### config.mk
export PLATFORM = sky130hd
export DESIGN_NAME = ps2_key_rx
export DESIGN_NICKNAME = d
export VERILOG_FILES = /design/src/rtl/ps2_key_rx_pkg.sv /design/src/rtl/ps2_key_rx_frame.sv /design/src/rtl/ps2_key_rx.sv
export SDC_FILE = /design/constraint.sdc
export NUM_CORES = 1
export LEC_CHECK = 0
export BUFFER_PORTS_ARGS = -buffer_cell sky130_fd_sc_hd__buf_2
export CORE_AREA = 5 5 54 104
export CTS_CLUSTER_SIZE = 24
export DETAILED_ROUTE_END_ITERATION = 10
export DIE_AREA = 0 0 59 109
export GPL_TIMING_DRIVEN = 0
export PLACE_DENSITY_LB_ADDON = 0.08
export RECOVER_POWER = 50
export SLEW_MARGIN = 20
export SYNTH_ARGS = -nofsm -noshare
export SYNTH_HDL_FRONTEND = slang
export SYNTH_HIERARCHICAL = 1
export SYNTH_SLANG_ARGS = --single-unit
### constraint.sdc
create_clock -name clock -period 5 [get_ports clock]
set_input_delay 0.5 -clock clock [delete_from_list [all_inputs] [get_ports clock]]
set_output_delay 0.5 -clock clock [all_outputs]
set_load 0.02 [all_outputs]
### src/rtl/ps2_key_rx_pkg.sv
// Shared constants and types for the PS/2 keyboard receiver.
package ps2_key_rx_pkg;

  localparam int FILTER_DEF  = 8;
  localparam int TIMEOUT_DEF = 5600;

  localparam logic [7:0] PFX_BRK = 8'hF0;
  localparam logic [7:0] PFX_EXT = 8'hE0;
  localparam logic [7:0] PFX_E1  = 8'hE1;

  // Keyboard housekeeping bytes that never map to a key event
  localparam int N_DISCARD = 7;
  localparam logic [N_DISCARD-1:0][7:0] DISCARD_CODES =
    {PFX_E1, 8'hFA, 8'hAA, 8'hEE, 8'hFE, 8'h00, 8'hFF};

  typedef enum logic [1:0] {IDLE, DATA, PARITY, STOP} fstate_t;

  typedef struct packed {
    logic       valid;
    logic       fault;
    logic [7:0] data;
  } frame_t;

  function automatic logic is_discard(input logic [7:0] b);
    logic hit;
    hit = 1'b0;
    for (int i = 0; i < N_DISCARD; i++) hit |= (b == DISCARD_CODES[i]);
    return hit;
  endfunction

endpackage

### src/rtl/ps2_key_rx_frame.sv
// Line conditioning (sync + stability filter) and 11-bit PS/2 frame capture
// with an inactivity timeout. Emits one registered valid or fault pulse per frame.
module ps2_frame
  import ps2_key_rx_pkg::*;
#(
  parameter int FILTER  = FILTER_DEF,
  parameter int TIMEOUT = TIMEOUT_DEF
) (
  input  logic   clock,
  input  logic   reset,
  input  logic   ps2Ck,
  input  logic   ps2D,
  output frame_t o_frm
);

  localparam int FW = $clog2(FILTER + 1);
  localparam int TW = $clog2(TIMEOUT + 1);

  // lane 0 = clock line, lane 1 = data line
  logic [1:0]         w_raw;
  logic [1:0]         r_s1, r_s2, r_flt;
  logic [1:0][FW-1:0] r_fcnt;
  logic               r_ck_d;
  logic               w_fall, w_d;

  assign w_raw  = {ps2D, ps2Ck};
  assign w_fall = r_ck_d & ~r_flt[0];
  assign w_d    = r_flt[1];

  always_ff @(posedge clock or negedge reset) begin
    if (!reset) begin
      r_s1   <= '1;
      r_s2   <= '1;
      r_flt  <= '1;
      r_fcnt <= '0;
      r_ck_d <= 1'b1;
    end else begin
      r_s1   <= w_raw;
      r_s2   <= r_s1;
      r_ck_d <= r_flt[0];
      for (int i = 0; i < 2; i++) begin
        // any sample equal to the current level restarts the run
        if (r_s2[i] == r_flt[i]) begin
          r_fcnt[i] <= '0;
        end else if (r_fcnt[i] == FW'(FILTER - 1)) begin
          r_flt[i]  <= r_s2[i];
          r_fcnt[i] <= '0;
        end else begin
          r_fcnt[i] <= r_fcnt[i] + FW'(1);
        end
      end
    end
  end

  fstate_t       r_st;
  logic [2:0]    r_bit;
  logic [7:0]    r_sh;
  logic          r_par;
  logic [TW-1:0] r_to;

  always_ff @(posedge clock or negedge reset) begin
    if (!reset) begin
      r_st  <= IDLE;
      r_bit <= '0;
      r_sh  <= '0;
      r_par <= 1'b0;
      r_to  <= '0;
      o_frm <= '0;
    end else begin
      o_frm.valid <= 1'b0;
      o_frm.fault <= 1'b0;
      if (r_st == IDLE || w_fall) r_to <= '0;
      else                        r_to <= r_to + TW'(1);

      case (r_st)
        IDLE: if (w_fall && !w_d) begin
          r_st  <= DATA;
          r_bit <= '0;
        end
        DATA: if (w_fall) begin
          r_sh  <= {w_d, r_sh[7:1]};
          r_bit <= r_bit + 3'd1;
          if (r_bit == 3'd7) r_st <= PARITY;
        end
        PARITY: if (w_fall) begin
          r_par <= w_d;
          r_st  <= STOP;
        end
        STOP: if (w_fall) begin
          r_st <= IDLE;
          if (w_d && ^{r_sh, r_par}) begin
            o_frm.valid <= 1'b1;
            o_frm.data  <= r_sh;
          end else begin
            o_frm.fault <= 1'b1;
          end
        end
        default: r_st <= IDLE;
      endcase

      // stalled partial frame: abandon it
      if (r_st != IDLE && !w_fall && r_to == TW'(TIMEOUT - 1)) begin
        r_st        <= IDLE;
        o_frm.fault <= 1'b1;
      end
    end
  end

endmodule

### src/rtl/ps2_key_rx.sv
// PS/2 keyboard receiver top: strips F0/E0 prefixes and housekeeping bytes,
// producing one registered key event per make/break code.
module ps2_key_rx
  import ps2_key_rx_pkg::*;
#(
  parameter int FILTER  = FILTER_DEF,
  parameter int TIMEOUT = TIMEOUT_DEF
) (
  input  logic       clock,
  input  logic       reset,
  input  logic       ps2Ck,
  input  logic       ps2D,
  output logic       strobe,
  output logic       pressed,
  output logic [7:0] code,
  output logic       ext,
  output logic       error
);

  frame_t     w_frm;
  logic       r_brk_f, r_ext_f;
  logic       r_stb, r_pr, r_ext;
  logic [7:0] r_code;

  ps2_frame #(.FILTER(FILTER), .TIMEOUT(TIMEOUT)) u_frame (
    .clock (clock),
    .reset (reset),
    .ps2Ck (ps2Ck),
    .ps2D  (ps2D),
    .o_frm (w_frm)
  );

  always_ff @(posedge clock or negedge reset) begin
    if (!reset) begin
      r_brk_f <= 1'b0;
      r_ext_f <= 1'b0;
      r_stb   <= 1'b0;
      r_pr    <= 1'b0;
      r_ext   <= 1'b0;
      r_code  <= '0;
    end else begin
      r_stb <= 1'b0;
      if (w_frm.fault) begin
        r_brk_f <= 1'b0;
        r_ext_f <= 1'b0;
      end else if (w_frm.valid) begin
        if (w_frm.data == PFX_BRK)      r_brk_f <= 1'b1;
        else if (w_frm.data == PFX_EXT) r_ext_f <= 1'b1;
        else if (!is_discard(w_frm.data)) begin
          r_stb   <= 1'b1;
          r_code  <= w_frm.data;
          r_pr    <= ~r_brk_f;
          r_ext   <= r_ext_f;
          r_brk_f <= 1'b0;
          r_ext_f <= 1'b0;
        end
      end
    end
  end

  assign strobe  = r_stb;
  assign pressed = r_pr;
  assign code    = r_code;
  assign ext     = r_ext;
  assign error   = w_frm.fault;

endmodule

# Yosys cells after proc, flatten, opt, wreduce, memory -nomap -nowiden
# Cells that the tools add are included.
# classes
addsub,4
n_eq_ne,28
muxes,35
bitwise_logic,15
n_reduce_logical,23
# ops
cell,count
"8-bit equality test, second input constant",8
10-bit two-way mux,2
1-bit two-way mux,17
4-bit two-way mux,4
"13-bit by 1-bit adder with 13-bit output, second input constant",1
"13-bit equality test, second input constant",1
13-bit two-way mux,1
2-bit two-way mux,6
"3-bit by 1-bit != test with 1-bit output, second input constant",4
3-bit AND reduction,4
5-bit AND reduction,2
"3-bit by 2-bit != test with 1-bit output, second input constant",3
9-bit parity,1
"4-bit by 1-bit adder with 4-bit output, second input constant",2
"4-bit by 3-bit equality test with 1-bit output, second input constant",2
8-bit zero test,1
8-bit two-way mux,1
1-bit inverter,8
2-bit case mux with 4 select lines,1
2-bit AND reduction,4
3-bit two-way mux,2
1-bit OR,6
3-bit case mux with 2 select lines,1
2-bit nonzero test,3
13 further kinds,20
# word_totals
register_bits,65
inputBits,4
out_inout_bits,12

# Logic depth before layout (Yosys ltp)
# logic_depth
depth_word,12
mapped_depth,7

# Modules after synthesis
# The synthesis kept the hierarchy.
# modules_own_cells
mod,instances,cells_each,area_each_um2,seq_area_each_um2
ps2_frame,1,186,2314.7,1310.0
ps2_key_rx,1,47,629.4,325.3

# Least setup slack after synthesis
# OpenSTA, ideal clock, no wires.
# synth_timing
path_kind,flip-flop to flip-flop
startpoint,register u_frame.r_flt[0]
endpoint,register u_frame.r_st[0]
setup_ps,124
arrival_time_ps,1846
t_required_ps,4876
setup_slack_ps,3030
stages_incl_launch_ff,8
path_buffers,2
synth_period_minus_slack_ps,1970
path_cell_list,dfstp_2 > nor2b_1 > buf_2 > or2_2 > clkbuf_1 > or4_4 > o2111ai_2 > o21ai_2
# synth_via
elab_chain_cells,7
word_cells_on_any_way,13
# synth_lines
item,line,rtl
"start, declared",ps2_key_rx_frame.sv:21,"logic [1:0] r_s1, r_s2, r_flt;"
"start signal, assigned by index",ps2_key_rx_frame.sv:46,r_flt[i] <= r_s2[i];
1-bit inverter *,ps2_key_rx_frame.sv:27,assign w_fall = r_ck_d & ~r_flt[0];
1-bit bitwise AND *,ps2_key_rx_frame.sv:27,
1-bit zero test,ps2_key_rx_frame.sv:102,if (r_st != IDLE && !w_fall && r_to == TW'(TIMEOUT - 1)) begin
1-bit logical AND (2 in a row),ps2_key_rx_frame.sv:102,
3-bit != test (no line) or 3-bit by 1-bit != test with 1-bit output (tied branches),-,
5-bit AND reduction (no line),-,
"end signal, assigned",ps2_key_rx_frame.sv:90,r_st <= IDLE;
"end signal, assigned",ps2_key_rx_frame.sv:98,default: r_st <= IDLE;
"end signal, assigned",ps2_key_rx_frame.sv:103,r_st <= IDLE;
"end, declared",ps2_key_rx_frame.sv:55,fstate_t r_st;
# Mark *: on every way between the ends. The rest lies on a longest branch, timed or not.
# A chain may end at the register's enable or synchronous reset.

# Worst setup path after layout
# layout_timing
startpoint,register u_frame.r_flt[0]
endpoint,register u_frame.r_st[1]
# The elaborated chain is that of the path after synthesis.

==> results.cfg <==
[run_status]
status = finished, final reports clean

[power]
ir_drop_v = 0.000283
netSwitchingFraction = 0.305
p_clk_frac = 0.285
pwr-share-seq = 0.485
p_sw_mw = 0.408
leakagePower_nw = 1.63
p_per_area_nw_per_um2 = 409
p_total_mw = 1.34
p_comb_frac = 0.230
cellInternalPower_mw = 0.929

[grt]
grt_pass1_wl_mm = 8.19
antenna_found_initial = 0
grt.total_usage = 0.168
grt_start_max_net_pins = 66
grt_pass1_vias = 1819
grt-ovfl-total = 0

[synth]
ys_ff_latch = 65
syn_nets = 247
ys_types = 44
ys.flop_type = dfrtp_1
yosysSeqAreaShare = 0.555
netlist_area_um2 = 2940
yosys_warnings = 6
async_reset_ff_frac = 1.00
syn_avg_cell_area_um2 = 12.6
netlist_instances = 233
synth_edf_count = 0

[final_layout]
fin_nets = 273
drive_above_1_share = 0.289
layout.cells.non_filler = 320
fill_cells = 375
num_antenna_cells = 0
area_growth_pct = 10.9
multi_input_area_um2 = 1250
seq_area_um2 = 1640

[clocking]
clkSinkCount = 65
cts_hold_buf = 0
clk_pin_slew_worst_paths_ns = 0.06
cts_buffers = 9
tritoncts = built
root_buffer = clkbuf_8
htree_levels = 3
worstSkewPairLatency_ns = 0.33
cts_setup_buffers = 0
ctsLongestPathBuffers = 2
post_cts_resized = 0

[die]
num_rows = 36
die_area_um2 = 6430
coreArea_um2 = 4770
die_h_um = 109
die_w_um = 59
io_pins = 16
initial_core_util = 0.617

[critical_path]
critPathMaxFanout = 9
crit_required_ns = 5.21
startpoint_type = register
worstSetupPathType = register to register
r2r_setup_slack_ns = 2.88
crit_arrival_ns = 2.33
r2r_cells = 7
cp-end-kind = register

[placed_design]
io_buffer_count = 15
routabilityCongestion = 0.739
dpl.hpwl_mm = 3.10
dp_cells = 305

[sta]
fin_setup_tns_ns = 0
fin_worst_skew_ns = 0.0114
post-route-period-util = 0.424
maxSlewViolCount = 0
worst_pin_slew_ns = 0.771
hold_violations = 0
rsz0062_at_grt = false
min_period_ns = 2.12
setup_viol_count_final = 0
fmaxAchievable_mhz = 472
max_slew_margin = 0.486

[job]
cap_violations = 0

[detailed_routing]
drt_iter0_markers = 79
postRouteAntennaNets = 0
finalWirelength_mm = 4.44
via_per_inst = 5.52
avgRoutedWirePerCell_um = 13.9
first_pass_iters = 4
vias = 1767
drcViolationCount = 0

[worst_hold_path]
min_path_type = input pin to asynchronous set/reset pin
logic make-up after synthesis:
| kind of cell | share of synthesized area |
|---|---|
| DFF | 0.555 |
| AOI/OAI and AO/OA | 0.0510 |
| adders and majority gates | 0.0425 |
| muxes | 0.126 |
| buffers and inverters | 0.0187 |
| and+or+nand+nor | 0.131 |
| xor gates and xnor gates | 0.0757 |
routing by layer:
metal	up-vias	routed length [µm]	GRT usage
li1	863	-	-
met1	872	1990	0.223
met2	27	2200	0.247
met3	5	181	0.0462
met4	0	67	0.0908
met5	-	0	0
cell type report:
class                      count  share of cell area
timing repair buffer          15              0.0238
multi-input combinational    156               0.384
sequential                    65               0.501
clock inverter                 3             0.00536
inverter                       7             0.00805
clock buffer                  12              0.0475
buffer                         5             0.00881
tap                           57              0.0218
cells in the final DEF (no fill, tap or decap), drive strengths merged, types with 2 or more instances in the layout:
cell / n
dfstp: 7
o21a: 4
nand3: 7
nand2: 13
a21oi: 4
inv: 7
nand4: 5
a22o: 2
dfrtp: 58
mux2: 29
o211ai: 2
xnor2: 13
buf: 18
nor2b: 3
clkinv: 2
or4b: 2
ha: 10
nor3: 5
clkbuf: 14
nor4: 3
nor2: 24
o21ai: 4
nand3b: 4
xor2: 9
registers in the layout, summed over array words and instances, names as in the netlist:
register / flops
u_frame/o_frm: 10
r_ext_f: 1
u_frame/r_sh: 8
u_frame/r_par: 1
u_frame/r_s1: 2
ext: 1
code: 8
u_frame/r_fcnt: 8
u_frame/r_ck_d: 1
u_frame/r_flt: 2
r_brk_f: 1
u_frame/r_s2: 2
u_frame/r_to: 13
u_frame/r_bit: 3
pressed: 1
strobe: 1
u_frame/r_st: 2
worst paths after layout:
path | start | to
max in group asynchronous | reset | u_frame/r_fcnt[4]
setup reg to reg | u_frame/r_flt[0] | u_frame/r_st[1]
hold / removal | reset | u_frame/r_fcnt[2]
min in group clock | ps2D | u_frame/r_s1[1]
setup / recovery | u_frame/r_flt[0] | u_frame/r_st[1]
hold reg to reg | u_frame/r_s1[0] | u_frame/r_s2[0]
cell usage after synthesis, drive strengths merged, types with 4 or more instances:
cell type | instances | area [µm²]
o21a | 4 | 30.0
nand3 | 7 | 35.0
ha | 10 | 125
xnor2 | 13 | 121
nor2 | 24 | 90.1
a21oi | 4 | 20.0
nand2 | 13 | 48.8
nand4 | 5 | 46.3
dfrtp | 58 | 1450
nand3b | 4 | 33.8
inv | 7 | 26.3
dfstp | 7 | 184
nor3 | 5 | 25.0
o21ai | 4 | 23.8
mux2 | 29 | 360
xor2 | 9 | 78.8
stage by stage:
step	setup WS, ns	hold WS (ns)	utilization	area [µm²]
after detailed placement	2.89	0.348	0.648	3090
final	2.88	0.257	0.684	3270
after global routing	2.60	0.238	0.684	3270
after global placement	2.93	0.348	0.647	3090
after CTS	2.89	0.245	0.684	3270
after floorplan	3.03	0.204	-	2940
critical path, stage by stage (launching register included):
cell,delay (ns)
dfstp_1,0.58
nor2b_1,0.06
buf_2,0.18
or2_2,0.28
clkbuf_1,0.16
or4_4,0.57
nand4_1,0.11
o21ai_1,0.07
power groups by stage:
stage / logic [mW] / clock network (mW) / registers (mW)
2_1_floorplan: 0.245 / 0 / 0.646
3_3_place_gp: 0.294 / 0 / 0.654
3_5_place_dp: 0.309 / 0 / 0.658
4_1_cts: 0.310 / 0.397 / 0.649
5_1_grt: 0.356 / 0.422 / 0.659
6_report: 0.307 / 0.381 / 0.648
Note: power is estimated with default switching activity, not from simulation.
